==> src/rtl/serial_addsub.sv <==
// Bit-serial WIDTH-bit adder/subtractor: one full-adder cell plus a carry flop,
// iterated LSB-first over WIDTH cycles to produce a parallel result.
module serial_addsub #(
  parameter int unsigned WIDTH = 8
) (
  input  logic             clk,
  input  logic             rst_n,
  input  logic             start,
  input  logic [WIDTH-1:0] a,
  input  logic [WIDTH-1:0] b,
  input  logic             sub,
  output logic             busy,
  output logic             done,
  output logic [WIDTH-1:0] result,
  output logic             cout,
  output logic             overflow
);

  localparam int unsigned CntW = $clog2(WIDTH);
  localparam logic [CntW-1:0] CntLast = CntW'(WIDTH - 1);

  typedef enum logic [1:0] {StIdle, StRun, StDone} state_e;

  state_e state_q, state_d;

  logic [WIDTH-1:0] sa_q, sb_q;
  logic [WIDTH-2:0] acc_q;
  logic [CntW-1:0]  cnt_q;
  logic             carry_q;
  logic [WIDTH-1:0] result_q;
  logic             cout_q, overflow_q;

  logic             fa_s, fa_c;
  logic [WIDTH-1:0] sum_bits;
  logic             last_bit;

  // Single full-adder cell reused every RUN cycle.
  assign fa_s     = sa_q[0] ^ sb_q[0] ^ carry_q;
  assign fa_c     = (sa_q[0] & sb_q[0]) | (sa_q[0] & carry_q) | (sb_q[0] & carry_q);
  assign sum_bits = {fa_s, acc_q};
  assign last_bit = (cnt_q == CntLast);

  always_ff @(posedge clk or negedge rst_n) begin
    if (!rst_n) begin
      state_q <= StIdle;
    end else begin
      state_q <= state_d;
    end
  end

  always_comb begin
    state_d = state_q;
    busy    = 1'b0;
    done    = 1'b0;
    unique case (state_q)
      StIdle: begin
        if (start) state_d = StRun;
      end
      StRun: begin
        busy = 1'b1;
        if (last_bit) state_d = StDone;
      end
      StDone: begin
        done    = 1'b1;
        state_d = StIdle;
      end
      default: state_d = StIdle;
    endcase
  end

  always_ff @(posedge clk or negedge rst_n) begin
    if (!rst_n) begin
      sa_q       <= '0;
      sb_q       <= '0;
      acc_q      <= '0;
      cnt_q      <= '0;
      carry_q    <= 1'b0;
      result_q   <= '0;
      cout_q     <= 1'b0;
      overflow_q <= 1'b0;
    end else if (state_q == StIdle) begin
      if (start) begin
        // Subtraction as A + ~B + 1: the +1 enters through the initial carry.
        sa_q    <= a;
        sb_q    <= sub ? ~b : b;
        carry_q <= sub;
        cnt_q   <= '0;
      end
    end else if (state_q == StRun) begin
      acc_q   <= sum_bits[WIDTH-1:1];
      sa_q    <= {1'b0, sa_q[WIDTH-1:1]};
      sb_q    <= {1'b0, sb_q[WIDTH-1:1]};
      carry_q <= fa_c;
      cnt_q   <= cnt_q + 1'b1;
      if (last_bit) begin
        result_q   <= sum_bits;
        cout_q     <= fa_c;
        overflow_q <= fa_c ^ carry_q;
      end
    end
  end

  assign result   = result_q;
  assign cout     = cout_q;
  assign overflow = overflow_q;

endmodule
==> config.mk <==
export PLATFORM = sky130hd
export DESIGN_NAME = serial_addsub
export DESIGN_NICKNAME = d
export VERILOG_FILES = /design/src/rtl/serial_addsub.sv
export SDC_FILE = /design/constraint.sdc
export NUM_CORES = 1
export LEC_CHECK = 0
export CORE_UTILIZATION = 58
export CTS_BUF_LIST = sky130_fd_sc_hd__clkbuf_8
export CTS_CLUSTER_DIAMETER = 40
export DETAILED_ROUTE_END_ITERATION = 7
export GPL_ROUTABILITY_DRIVEN = 1
export GPL_TIMING_DRIVEN = 0
export PLACE_DENSITY = 0.83
export SLEW_MARGIN = 20
export SYNTH_ARGS = -nofsm -noshare
export SYNTH_HDL_FRONTEND = slang
export SYNTH_SLANG_ARGS = --single-unit
==> constraint.sdc <==
create_clock -name clk -period 4.05 [get_ports clk]
set_input_delay 0.81 -clock clk [delete_from_list [all_inputs] [get_ports clk]]
set_output_delay 0.81 -clock clk [all_outputs]
set_load 0.1 [all_outputs]
==> impl_metrics.yaml, run 1 <==
status:
  outcome: "complete, but fails checks"
  violations: "DRC"
synth:
  yosysWarningCount: 0
  synth_area_leaders: "dfrtp_1, mux2_2, a22oi_1"
  synth_compound_area_share_pct: 15.7
  syn_avg_cell_area_um2: 12.2
  ys_seq_elements: 39
  synth_seq_area_share_pct: 54.6
  synth-simple-area-share_pct: 7.98
  netlist.area_leader.share_pct: 54.6
  yosysTopAreaCell: "dfrtp_1"
  synth_xor_area_share_pct: 4.41
  synthAdderAreaFrac_pct: 2.52
  synth_top_family_by_area: "compound AO/OA/AOI/OAI gates"
  syn_area_um2: 1790
  syn_inst: 147
  yosysUniqueCellTypes: 25
  syn-num-nets: 170
  synth.area.mux_share_pct: 10.7
clock_network:
  clk_pin_slew_worst_paths_ns: 0.08
  cts_made_buffers: 5
  cts_setup_buffers: 0
  cts_tree: "yes"
  clock_sinks: 39
  cts-root-buf: "clkbuf_8"
  htree_num_levels: 2
  hold_buffers: 0
  clock_latency_ns: 0.29
  ctsResizeCount: 0
  cts_max_path_buffers: 2
drt:
  firstDrtPassIters: 6
  vias: 1283
  drt_iter0_drc: 103
  final_antenna_net_count: 0
  routed_wl_um: 3760
  route.detailed.drc: 2
  wire_per_inst_um: 17.3
  via_per_inst: 5.91
placement:
  dp_cells: 209
  gp_congestion: 0.805
  portBuffers: 30
  hpwl_um: 2720
  placed_area_um2: 2140
grt:
  top_usage_layer: "met2"
  grt_first_pass_wirelength_um: 6350
  grt_overflow: 0
  use_met3_pct: 5.44
  grt_usage_pct: 26.1
  grt.met2_usage_pct: 40.7
  grt_util_met1_pct: 34.6
  antenna_found_initial: 0
  first_global_vias: 1349
  grt_max_degree: 29
worst_setup_path:
  startpoint_type: "flip-flop"
  reg2reg_depth: 5
  required_ns: 3.24
  ff2ff_setup_slack_ns: 2.35
  crit_type: "reg2out"
  path_delay_family: "buffers and inverters"
  endpoint_kind: "output port"
  path_cells: "buf_2 > clkbuf_1 > nor2b_1 > clkdlybuf4s50_1"
  worstPathBufferInverterCount: 3
  cp_slowest_cell: "clkdlybuf4s50_1"
  timing.rr.start: "cnt_q[0]$_DFFE_PN0P_"
  arrival_ns: 2.64
  cp.depth: 4
  path_max_fanout: 10
  r2r_end: "result[7]$_DFFE_PN0P_"
  slowest_delay_ns: 1.14
power:
  cellLeakagePower_nw: 1.02
  p_per_area_nw_per_um2: 824
  switching_share_pct: 45.6
  ir_drop_mv: 0.622
  p_sw_mw: 0.837
  pwr-share-seq_pct: 36.0
  p_int_mw: 0.997
  comb_power_share_pct: 50.4
  clockPowerShare_pct: 13.6
layout:
  area_growth_pct: 24.4
  seqCellArea_um2: 976
  fill_cells: 185
  layout.cells.non_filler: 217
  final_area_um2: 2220
  mostFrequentLayoutCell: "dfrtp_1"
  final_cell_mix: "dfrtp_1, clkdlybuf4s50_1, a22oi_1, mux2_2, nand2_1"
  drive_gt1_share_pct: 17.2
  final_nets: 208
  antenna_cells: 0
  multi_input_area_um2: 738
timing:
  fmax_ghz: 0.290
  maxSlewViolCount: 0
  finalHoldViolations: 0
  period_share_pct: 85.2
  fin_setup_tns_ns: 0
  clock_skew_ns: 0.0118
  setup-violations-final: 0
  tightestPinTransition_ns: 0.977
  rsz0062_at_grt: "no"
  fin_crit_ns: 3.45
  max-slew-margin-rel_pct: 34.7
die:
  dieArea_um2: 3310
  fp.dieW_um: 57.5
  dieHeight_um: 57.5
  io_pins: 32
  initial_utilization_pct: 63.2
  core_um2: 2830
  num_rows: 19
min_path:
  hp-class: "in2async"
flow_run:
  maxCapViolations: 0
-- synth_stat cells --
| cell | number |
|---|---|
| a222oi_1 | 1 |
| nor3b_1 | 1 |
| fa_1 | 1 |
| nor2b_1 | 9 |
| buf_2 | 5 |
| xor2_1 | 8 |
| nand2_1 | 11 |
| nor3b_2 | 1 |
| mux2_2 | 13 |
| inv_1 | 2 |
| buf_6 | 3 |
| xnor2_1 | 1 |
| o21bai_2 | 1 |
| nor2b_4 | 1 |
| a22o_1 | 3 |
| nor2_1 | 1 |
| clkbuf_1 | 2 |
| o21ai_0 | 8 |
| a22oi_1 | 19 |
| ha_1 | 2 |
| a21oi_1 | 8 |
| mux2_1 | 4 |
| o21ai_1 | 2 |
| nand3b_1 | 1 |
| dfrtp_1 | 39 |
-- routing by layer --
| layer | share of wire [%] | up-vias |
|---|---|---|
| met4 | 2.0 | 0 |
| met2 | 51 | 32 |
| met3 | 4.1 | 6 |
| met1 | 43 | 647 |
| met5 | 0 | - |
| li1 | - | 598 |
-- worst register-to-register path, delay by kind of cell, from the launching register on --
family                   cells  cell delay (ns)
buffers and inverters        1             0.27
multiplexers                 1             0.37
adder cells (fa/ha/maj)      2             0.41
flip-flops                   1             0.39
AND/OR/NAND/NOR              1             0.16
-- flip-flops by register name, summed over array words and instances, names as in the netlist --
signal,cells
carry_q,1
overflow,1
cnt_q,3
cout,1
sa_q,8
state_q,2
result,8
acc_q,7
sb_q,8
-- worst max path at each step --
stage               endpoint  slack, ns                   start
global route            done       0.43  state_q[1]$_DFFE_PN0P_
CTS                     done       0.59  state_q[1]$_DFFE_PN0P_
global placement        done       0.93  state_q[1]$_DFFE_PN0P_
floorplan               done       1.01  state_q[1]$_DFFE_PN0P_
finish                  done       0.60  state_q[1]$_DFFE_PN0P_
detailed placement      done       0.90  state_q[1]$_DFFE_PN0P_
-- cell families (layout without fill, tap and decap cells) --
logic type | Yosys count | after routing
fa+ha+maj | 3 | 3
mux | 17 | 17
compound gates | 42 | 42
flops | 39 | 39
simple gates | 25 | 25
xor+xnor | 9 | 9
buf+inv | 12 | 51
-- stage by stage --
stage	hold slack (ns)	utilization, %	power, mW	worst slack (ns)
after floorplan	0.451	-	1.35	1.01
after global placement	0.467	75.2	1.55	0.935
after detailed placement	0.489	75.7	1.59	0.902
after CTS	0.394	78.6	1.84	0.587
after global routing	0.410	78.6	1.93	0.429
final	0.391	78.6	1.83	0.601
-- cell type report --
cell class	instances	area share, %
buffer	10	2.98
clock buffer	5	3.10
clock inverter	3	0.563
inverter	2	0.338
multi-input combinational	96	33.2
sequential	39	43.9
tap	31	1.74
timing repair buffer	31	14.2
-- power by group through the flow --
stage	logic [mW]	clock network [mW]	registers, mW
floorplan	0.408	0	0.941
global placement	0.895	0	0.651
detailed placement	0.923	0	0.667
CTS	0.928	0.252	0.660
global route	0.984	0.264	0.677
finish	0.924	0.249	0.659
No activity file was read; power rests on OpenSTA's default activity.
==> run 2, diff against run 1 <==
- RECOVER_POWER: not set -> 25
==> run 2 against run 1 <==
Compared with the run above: maximum frequency hardly changed; die area unchanged; cell count stayed put; register-to-register slack hardly changed; count of clock-buffer cells in the layout unchanged; sequential share of layout area increased by 0.35 points; critical path depth unchanged; sequential power about the same; sequential cell count is the same; the run still ends with DRC left; wire length unchanged; largest cell class unchanged; power down 0.14%; critical endpoint unchanged.
==> impl_metrics.yaml, run 2 (synthesized netlist as in run 1, its figures left out) <==
timing:
  setup-violations-final: 0
  fin_crit_ns: 3.45
  hold-worst-slack_ns: 0.502
  finalHoldViolations: 0
  max-slew-margin-rel_pct: 3.95
  tightestPinTransition_ns: 1.44
  period_share_pct: 85.1
  rsz0062_at_grt: "no"
  fin_setup_tns_ns: 0
  fmax_ghz: 0.290
  clock_skew_ns: 0.0117
  maxSlewViolCount: 0
  setup_slack_ns: 0.604
clock_network:
  hold_buffers: 0
  cts_made_buffers: 5
  cts_setup_buffers: 0
  clock_sinks: 39
  clock_latency_ns: 0.29
  cts-root-buf: "clkbuf_8"
  cts_max_path_buffers: 2
  htree_num_levels: 2
  cts_tree: "yes"
  ctsResizeCount: 0
  clk_pin_slew_worst_paths_ns: 0.08
layout:
  fill_cells: 189
  drive_gt1_share_pct: 16.1
  final_nets: 208
  area_growth_pct: 23.4
  utilization_pct: 78.0
  antenna_cells: 0
  final_cell_mix: "dfrtp_1, clkdlybuf4s50_1, a22oi_1, mux2_2, nand2_1"
  mostFrequentLayoutCell: "dfrtp_1"
power:
  power.total_mw: 1.83
  ir_drop_mv: 0.622
  cellLeakagePower_nw: 1.01
  p_per_area_nw_per_um2: 830
grt:
  grt.met2_usage_pct: 40.7
  grt_usage_pct: 26.1
  grt_overflow: 0
  use_met3_pct: 5.44
  grt_max_degree: 29
  first_global_vias: 1349
  grt_util_met1_pct: 34.6
  grt_first_pass_wirelength_um: 6350
  antenna_found_initial: 0
  top_usage_layer: "met2"
worst_setup_path:
  required_ns: 3.24
  path_max_fanout: 10
  arrival_ns: 2.64
  crit_type: "reg2out"
  endpoint_kind: "output port"
  startpoint_type: "flip-flop"
  reg2reg_depth: 5
die:
  num_rows: 19
  dieHeight_um: 57.5
  core_um2: 2830
  dieArea_um2: 3310
  initial_utilization_pct: 63.2
  fp.dieW_um: 57.5
  io_pins: 32
drt:
  final_antenna_net_count: 0
  via_per_inst: 6.00
  vias: 1302
  routed_wl_um: 3760
  wire_per_inst_um: 17.3
  route.detailed.drc: 2
  drt_iter0_drc: 78
  firstDrtPassIters: 6
placement:
  hpwl_um: 2720
  dpl_worst_slack_ns: 0.902
  gp_congestion: 0.805
  portBuffers: 30
min_path:
  hp-class: "in2async"
flow_run:
  maxCapViolations: 0
status:
  outcome: "complete, but fails checks"
  violations: "DRC"
-- run 2: final timing paths --
kind	slack [ns]	startpoint	endpoint
max in group asynchronous	1.79	rst_n	result[6]$_DFFE_PN0P_
worst min register to register	0.51	cnt_q[1]$_DFFE_PN0P_	cnt_q[1]$_DFFE_PN0P_
worst max register to register	2.35	cnt_q[0]$_DFFE_PN0P_	result[7]$_DFFE_PN0P_
worst min-delay path	0.50	rst_n	sa_q[0]$_DFFE_PN0P_
worst max-delay path	0.60	state_q[1]$_DFFE_PN0P_	done
min in group clk	0.51	cnt_q[1]$_DFFE_PN0P_	cnt_q[1]$_DFFE_PN0P_
-- run 2: area by class of cell --
type	instances	area, um^2	area share (%)
repair buffers	31	298	13.5
multi-input cells	96	738	33.5
plain buffers	10	66.3	3.01
well taps	31	38.8	1.76
clock inverters	3	12.5	0.567
flip-flops and latches	39	976	44.2
clock buffers	5	68.8	3.12
inverters	2	7.51	0.340
-- run 2: routing by layer --
layer	routed length (um)	share of wire, %
met5	0	0
met4	89	2.4
met3	175	4.7
met2	1910	51
met1	1590	42
-- run 2: where the power goes --
group | switching (mW) | internal, mW
clock | 0.134 | 0.116
combinational | 0.594 | 0.327
sequential | 0.108 | 0.551
total | 0.836 | 0.995
-- run 2: worst max-delay path, stage by stage, from the launching register on --
cell	delay (ns)
dfrtp_1	0.41
buf_2	0.25
clkbuf_1	0.36
nor2b_1	0.18
clkdlybuf4s50_1	1.14
-- run 2: stage by stage --
stage               instances  cell area, um^2
floorplan                 147             1790
global placement          208             2130
detailed placement        209             2140
CTS                       217             2220
global route              217             2210
finish                    217             2210
==> run 3, diff against run 2 <==
- CAP_MARGIN: not set -> 20
==> results of run 3 <==
Final layout, timing and power as in run 2 (identical DEF).
